### config.mk
export PLATFORM = sky130hd
export DESIGN_NAME = logger_ev_arbiter
export DESIGN_NICKNAME = d
export VERILOG_FILES = /design/src/rtl/logger_ev_arbiter.sv
export SDC_FILE = /design/constraint.sdc
export NUM_CORES = 1
export LEC_CHECK = 0
export ABC_AREA = 1
export BUFFER_PORTS_ARGS = -buffer_cell sky130_fd_sc_hd__clkbuf_2
export CORE_AREA = 2 2 406 408
export DETAILED_ROUTE_END_ITERATION = 7
export DIE_AREA = 0 0 408 410
export PLACE_DENSITY = 0.3
export SKIP_LAST_GASP = 1
export SLEW_MARGIN = 20
export SYNTH_ARGS = -nofsm -noshare
export SYNTH_HDL_FRONTEND = slang
export SYNTH_SLANG_ARGS = --single-unit
### constraint.sdc
create_clock -name clk -period 2.25 [get_ports clk]
set_clock_uncertainty 0.2 [all_clocks]
set_input_delay 0.1125 -clock clk [delete_from_list [all_inputs] [get_ports clk]]
set_output_delay 0.1125 -clock clk [all_outputs]
set_load 0.005 [all_outputs]
### src/rtl/logger_ev_arbiter.sv
// logger_ev_arbiter: round-robin arbiter that feeds one registered event slot toward the logger packer.
// Build option LOGGER_ARB_CHAN_TAG_EN overwrites the top IDX_W bits of out_id with the source channel.
module logger_ev_arbiter #(
    parameter int N_CH = 4,
    parameter int ID_W = 16,
    parameter int TS_W = 64,
    localparam int IDX_W = $clog2(N_CH)
) (
    input  logic                 clk,
    input  logic                 rst,
    input  logic [N_CH-1:0]      in_valid,
    output logic [N_CH-1:0]      in_ready,
    input  logic [N_CH*ID_W-1:0] in_id,
    input  logic [N_CH*TS_W-1:0] in_start_ts,
    input  logic [N_CH*TS_W-1:0] in_end_ts,
    input  logic [N_CH*TS_W-1:0] in_delta,
    output logic                 out_valid,
    input  logic                 out_ready,
    output logic [ID_W-1:0]      out_id,
    output logic [TS_W-1:0]      out_start_ts,
    output logic [TS_W-1:0]      out_end_ts,
    output logic [TS_W-1:0]      out_delta,
    output logic [IDX_W-1:0]     out_chan
);

    // Handshake: a transfer happens on a rising edge where valid && ready. Producers never
    // look at ready to raise valid; in_ready is derived from in_valid and the slot state.
    typedef enum logic {EMPTY = 1'b0, FULL = 1'b1} state_t;

    state_t           state_q, state_d;
    logic [IDX_W-1:0] rr_ptr, rr_ptr_d, win;
    logic [IDX_W:0]   scan;
    logic             found, load_en;
    logic [ID_W-1:0]  load_id;

    logic [ID_W-1:0] id_arr [N_CH];
    logic [TS_W-1:0] st_arr [N_CH];
    logic [TS_W-1:0] en_arr [N_CH];
    logic [TS_W-1:0] dl_arr [N_CH];

    for (genvar g = 0; g < N_CH; g++) begin : g_unpack
        assign id_arr[g] = in_id[g*ID_W +: ID_W];
        assign st_arr[g] = in_start_ts[g*TS_W +: TS_W];
        assign en_arr[g] = in_end_ts[g*TS_W +: TS_W];
        assign dl_arr[g] = in_delta[g*TS_W +: TS_W];
    end

    // Scan from rr_ptr upward; the wrap uses a compare so non-power-of-2 N_CH works.
    always_comb begin
        found = 1'b0;
        win   = '0;
        scan  = '0;
        for (int k = 0; k < N_CH; k++) begin
            scan = {1'b0, rr_ptr} + (IDX_W+1)'(k);
            if (scan >= (IDX_W+1)'(N_CH)) begin
                scan = scan - (IDX_W+1)'(N_CH);
            end
            if (!found && in_valid[scan[IDX_W-1:0]]) begin
                found = 1'b1;
                win   = scan[IDX_W-1:0];
            end
        end
    end

    assign load_en   = !rst && found && ((state_q == EMPTY) || out_ready);
    assign out_valid = (state_q == FULL);

    always_comb begin
        in_ready      = '0;
        in_ready[win] = load_en;
    end

`ifdef LOGGER_ARB_CHAN_TAG_EN
    assign load_id = {win, id_arr[win][ID_W-IDX_W-1:0]};
`else
    assign load_id = id_arr[win];
`endif

    always_comb begin
        state_d  = state_q;
        rr_ptr_d = rr_ptr;
        if (load_en) begin
            state_d  = FULL;
            rr_ptr_d = (win == IDX_W'(N_CH-1)) ? '0 : win + 1'b1;
        end else if ((state_q == FULL) && out_ready) begin
            state_d = EMPTY;
        end
    end

    always_ff @(posedge clk) begin
        if (rst) begin
            state_q      <= EMPTY;
            rr_ptr       <= '0;
            out_id       <= '0;
            out_start_ts <= '0;
            out_end_ts   <= '0;
            out_delta    <= '0;
            out_chan     <= '0;
        end else begin
            state_q <= state_d;
            rr_ptr  <= rr_ptr_d;
            // Payload registers keep their last value when the slot drains.
            if (load_en) begin
                out_id       <= load_id;
                out_start_ts <= st_arr[win];
                out_end_ts   <= en_arr[win];
                out_delta    <= dl_arr[win];
                out_chan     <= win;
            end
        end
    end

endmodule
==> flow_summary.yaml, run 1 <==
floorplan:
  core_mm2: 0.163
  num_rows: 149
  die_y_um: 410
  start_util_pct: 10.2
  io_pins: 1054
  die_area_mm2: 0.167
  die_w_um: 408
final_layout:
  final_area_mm2: 0.0403
  fill_cells: 18400
  drive_above_1_share_pct: 33.5
  syn2layout_area_growth_pct: 141
  nets: 5951
  multi_input_area_mm2: 0.0118
  fin_cells: 7335
  utilization_pct: 24.7
  seq_area_mm2: 0.00427
logic_synthesis:
  synth_common_cells: "nand2_1, nand4_1, nand3_1, dfxtp_1, buf_2"
  synthTopCellsByArea: "nand2_1, dfxtp_1, nand4_1"
  synth_nets: 3933
  avgSynthCellArea_um2: 5.41
  synth.distinct_cells: 20
  synthArstFlopShare_pct: 0
  synthFlopType: "dfxtp_1"
  ys_seq_elements: 213
  yosysMostFrequentCell: "nand2_1"
  syn_area_mm2: 0.0167
  synth_area_leader_cell: "nand2_1"
  yosysSeqAreaShare_pct: 25.5
  yosysWarnings: 0
  synth_edf_count: 0
  yosys.area.top_type_share_pct: 42.8
  postSynthCellCount: 3094
sta:
  setup_ws_ns: -0.401
  worstMarginPinSlew_ns: 0.890
  holdWs_ns: 0.188
  drv_slew: 0
  rsz0062_at_grt: "yes"
  fmax_mhz: 377
  slew_headroom_pct: 40.7
  finalCriticalPeriod_ns: 2.65
  setup_violations: 215
  min_period_over_period_pct: 118
  hold_viol_final: 0
detailed_routing:
  avgViaCountPerCell: 3.99
  drt-total-wl_um: 161000
  routedWlPerCell_um: 21.9
  first_iter_violations: 1559
  via_count: 29200
  first_pass_iters: 5
  postRouteAntennaNets: 0
  drc: 0
power_and_ir_drop:
  ir_drop_mv: 1.23
  totalPowerFinal_w: 0.0726
  p_per_area_mw_per_mm2: 1800
  p_leak_nw: 21.3
clocking:
  cts.htree.levels: 2
  cts_tree: "done"
  cts-root-buf: "clkbuf_16"
  cts_max_path_buffers: 3
  clock_latency_ns: 0.58
  cts_buffers: 35
  clkSinkCount: 213
  clk_pin_slew_ns: 0.05
worst_setup_path:
  critical_path.max_fanout: 5
  critical_path_class: "register to primary output"
  end_kind: "primary output"
  required_ns: 1.94
  cp.arrival_ns: 2.34
  startpoint_type: "register"
placed_design:
  place_hpwl_um: 110000
  post-place-cells: 6256
  gp_congestion: 0.843
  dpl_cell_area_mm2: 0.0259
  io_buffers: 1053
global_routing:
  grt.overflow.total: 0
  grt_usage_pct: 17.8
  grt_pass1_wl_um: 217000
  grt_max_degree: 108
  grt_pass1_vias: 30100
  antenna_found_initial: 26
min_path:
  min_path_type: "input port to register"
status:
  violations: "negative setup slack"
  outcome: "finished with violations"
run:
  cap_viol_max_count: 0
power by group:
group          leakage [nW]  total, W  switching, W  internal, W
clock network         0.572   0.00575       0.00232      0.00343
logic                  18.9    0.0606        0.0345       0.0262
registers              1.77   0.00623      0.000953      0.00528
total                  21.3    0.0726        0.0377       0.0349
cells in the final DEF (no fill, tap or decap), drive strengths merged:
cell / n
clkinv: 5
a21oi: 3
nor2: 9
nand3: 221
nand4: 416
buf: 358
dfxtp: 213
o21ai: 1
bufinv: 2
clkinvlp: 2
bufbuf: 16
clkbuf: 1124
diode: 8
dlygate4sd3: 834
a31oi: 1
inv: 21
nand2: 1912
per-layer routing:
layer / wire length [um] / GRT usage [%]
met3: 7540 / 2.98
met5: 61 / 0
met4: 7080 / 6.76
met2: 82800 / 33.5
met1: 63200 / 19.9
critical path: stages, from the launching register on:
cell,delay (ns)
dfxtp_4,0.36
buf_8,0.14
nand2_4,0.06
nand2_4,0.08
nand2_2,0.08
nand2_2,0.07
nor2_4,0.15
buf_6,0.12
nand3_4,0.06
nand3_4,0.15
buf_12,0.14
buf_16,0.11
nand3_4,0.06
inv_2,0.06
buf_8,0.10
area by class of cell:
type                    count  share of cell area (%)
flip-flops and latches    213                    10.6
multi-input cells        2563                    29.2
clock buffers              51                    2.57
inverters                  18                   0.242
diodes                      8                  0.0497
well taps                2189                    6.79
clock inverters            12                   0.323
repair buffers           2281                    50.3
flip-flops by register name, summed over array words and instances, names as in the netlist:
name,count
out_delta,64
rr_ptr,2
out_start_ts,64
out_id,16
out_chan,2
out_end_ts,64
out_valid,1
stage by stage:
stage               setup slack [ns]  TNS [ns]
detailed placement            -0.401    -55.64
global placement              -0.395    -51.67
floorplan                      0.207         0
global route                  -0.567    -81.23
CTS                           -0.467    -65.30
finish                        -0.401    -50.42
cell families (layout without fill, tap and decap cells):
| family | count (synthesis) | in the layout | share of synthesized area (%) |
|---|---|---|---|
| and+or+nand+nor | 2558 | 2558 | 65.5 |
| DFF | 213 | 213 | 25.5 |
| other | 0 | 8 | 0 |
| buffers and inverters | 318 | 2362 | 8.90 |
| AOI/OAI and AO/OA | 5 | 5 | 0.157 |
timing repair:
item / CTS / global route
resized for setup: 313 / 185
setup buffers: 69 / 32
hold buffers: 834 / 0
endpoints found under the hold margin: 211 / 0
cloned: 61 / 25
pin swaps: 115 / 75
endpoints found under the setup margin: 215 / 217
path summary, 6_finish.rpt:
path                                            startpoint                         end  slack, ns  cells after the start
worst max-delay path                rr_ptr[0]$_SDFFE_PP0P_                 in_ready[2]      -0.40                     14
worst min register to register  out_delta[32]$_SDFFE_PP0P_  out_delta[32]$_SDFFE_PP0P_       0.27                      2
worst min-delay path                                   rst    out_chan[1]$_SDFFE_PP0P_       0.19                      3
worst max register to register      rr_ptr[0]$_SDFFE_PP0P_  out_delta[13]$_SDFFE_PP0P_      -0.33                     19
(Power assumes the default switching activity.)
==> run 2, diff against run 1 <==
--- a/config.mk
+++ b/config.mk
@@ -12,4 +12,5 @@
 export DIE_AREA = 0 0 408 410
 export PLACE_DENSITY = 0.3
+export SKIP_CTS_REPAIR_TIMING = 1
 export SKIP_LAST_GASP = 1
 export SLEW_MARGIN = 20
==> constraint.sdc (replaced) <==
create_clock -name clk -period 2.25 [get_ports clk]
set_clock_uncertainty 0.2 [all_clocks]
set_input_delay 0.1125 -clock clk [delete_from_list [all_inputs] [get_ports clk]]
set_output_delay 0.1125 -clock clk [all_outputs]
set_load 0.02 [all_outputs]
==> run 2 against run 1 <==
Compared with the run above: the run ends with negative hold slack, negative setup slack left; setup slack got worse by 0.041 ns; global-route usage decreased by 2.4 points; first-iteration DRC count increased by 2.1%; sequential power about the same; flip-flop and latch count unchanged; combinational power decreased by 20%; clock-buffer cell count decreased by 2; largest cell class unchanged.
==> flow_summary.yaml, run 2 (synthesis gave the netlist of run 1 again) <==
worst_setup_path:
  startpoint_type: "register"
  crit_slowest_cell: "dfxtp_4"
  critPathTopFamily: "simple AND/OR/NAND/NOR gates"
  cpMostUsedCell: "nand2_2"
  critical_path_class: "register to primary output"
  path_cells: "inv_4 > nand2_1 > nand2_2 > nand2_2 > nand2_2 > nor2_4 > nand3_4 > buf_6 > nand3_4 > buf_12 > clkinv_8 > nand2_8 > nor2_4 > buf_6"
  required_ns: 1.94
  reg2reg_slack_ns: -0.44
  cpPeakStageDelay_ns: 0.39
  end_kind: "primary output"
  cp.arrival_ns: 2.38
  crit_buf_inv: 5
  critical_path.max_fanout: 5
final_layout:
  reg_top3: "out_delta (64), out_end_ts (64), out_start_ts (64)"
  mostFrequentLayoutCells: "nand2_1, clkbuf_2, dlygate4sd3_1"
  utilization_pct: 22.0
  syn2layout_area_growth_pct: 114
  drive_above_1_share_pct: 28.3
  fill_cells: 18800
  final_common_cell: "nand2_1"
  nets: 5774
clocking:
  cts.htree.levels: 2
  cts_max_path_buffers: 3
  cts-root-buf: "clkbuf_16"
  clk_pin_slew_ns: 0.06
  clock_latency_ns: 0.57
  cts_tree: "done"
  cts_buffers: 36
  clkSinkCount: 213
run:
  cap_viol_max_count: 0
sta:
  slew_headroom_pct: 37.6
  setup_ws_ns: -0.441
  hold_viol_final: 10
  min_period_over_period_pct: 120
  rsz0062_at_grt: "yes"
  fmax_mhz: 372
  fin_tns_setup_ns: -62.34
  setup_violations: 214
  drv_slew: 0
  worstMarginPinSlew_ns: 0.936
  finalCriticalPeriod_ns: 2.69
  holdWs_ns: -0.0391
status:
  outcome: "finished with violations"
  violations: "negative hold slack, negative setup slack"
global_routing:
  grt.overflow.total: 0
  antenna_found_initial: 33
  grt_usage_pct: 15.4
  grt_pass1_vias: 24700
  grt_pass1_wl_um: 187000
  grt_max_degree: 109
power_and_ir_drop:
  swShare_pct: 56.5
  p_leak_nw: 19.1
  p_per_area_mw_per_mm2: 1680
  power_frac_comb_pct: 80.2
  seq_power_share_pct: 10.3
  internal_power_w: 0.0263
  ir_drop_mv: 0.808
  p_sw_w: 0.0341
  p_clk_share_pct: 9.5
floorplan:
  die_y_um: 410
  num_rows: 149
  die_w_um: 408
  core_mm2: 0.163
  io_pins: 1054
  start_util_pct: 10.2
  die_area_mm2: 0.167
placed_design:
  io_buffers: 1053
  gp_congestion: 0.872
  place_hpwl_um: 110000
detailed_routing:
  avgViaCountPerCell: 3.90
  routedWlPerCell_um: 20.1
  drt-total-wl_um: 144000
  drc: 0
  via_count: 27900
  postRouteAntennaNets: 0
  first_iter_violations: 1592
  first_pass_iters: 5
min_path:
  min_path_type: "input port to register"
run 2: metal layers:
layer	share of wire [%]	wire length (um)	up-vias	GRT usage (%)
met1	41	58500	12900	17.4
met2	52	75500	992	29.0
li1	-	-	13800	-
met3	4.5	6470	162	3.74
met4	2.3	3260	12	3.31
met5	0.060	86	-	0
run 2: worst reg2reg max path, delay by kind of cell (launching register included):
family                 cells  cell delay (ns)
and+or+nand+nor           11             1.03
buffers and inverters      5             0.99
DFF                        1             0.39
run 2: layout make-up:
cell class / count / area (um^2) / share of cell area, %
multi-input cells: 2563 / 11200 / 31.2
clock buffers: 49 / 1030 / 2.87
clock inverters: 11 / 120 / 0.335
inverters: 18 / 108 / 0.300
flip-flops and latches: 213 / 4270 / 11.9
diodes: 15 / 37.5 / 0.105
well taps: 2189 / 2740 / 7.63
repair buffers: 2103 / 16400 / 45.7
run 2: worst paths after layout:
path	startpoint	end	cells after the start
setup / recovery	rr_ptr[1]$_SDFFE_PP0P_	in_ready[3]	14
hold / removal	in_delta[203]	out_delta[11]$_SDFFE_PP0P_	7
setup reg to reg	rr_ptr[1]$_SDFFE_PP0P_	out_end_ts[35]$_SDFFE_PP0P_	16
hold reg to reg	out_chan[1]$_SDFFE_PP0P_	out_chan[1]$_SDFFE_PP0P_	2
run 2: power by group through the flow:
stage | logic (W) | registers (W) | clock network [W]
after CTS | 0.0458 | 0.00625 | 0.00610
final | 0.0485 | 0.00623 | 0.00573
after floorplan | 0.0238 | 0.00753 | 0
after global placement | 0.0460 | 0.00630 | 0
after detailed placement | 0.0457 | 0.00632 | 0
after global routing | 0.0539 | 0.00639 | 0.00616
run 2: stage by stage:
stage	power [W]	instances	setup WS, ns	cell area [um^2]	hold slack (ns)
after floorplan	0.0313	3094	0.140	16700	-0.0184
after global placement	0.0523	6243	-0.540	25900	0.229
after detailed placement	0.0520	6243	-0.490	25900	0.232
after CTS	0.0582	6303	-1.07	27000	-0.399
after global routing	0.0665	7159	-0.598	35900	0.00310
final	0.0604	7161	-0.441	35900	-0.0391
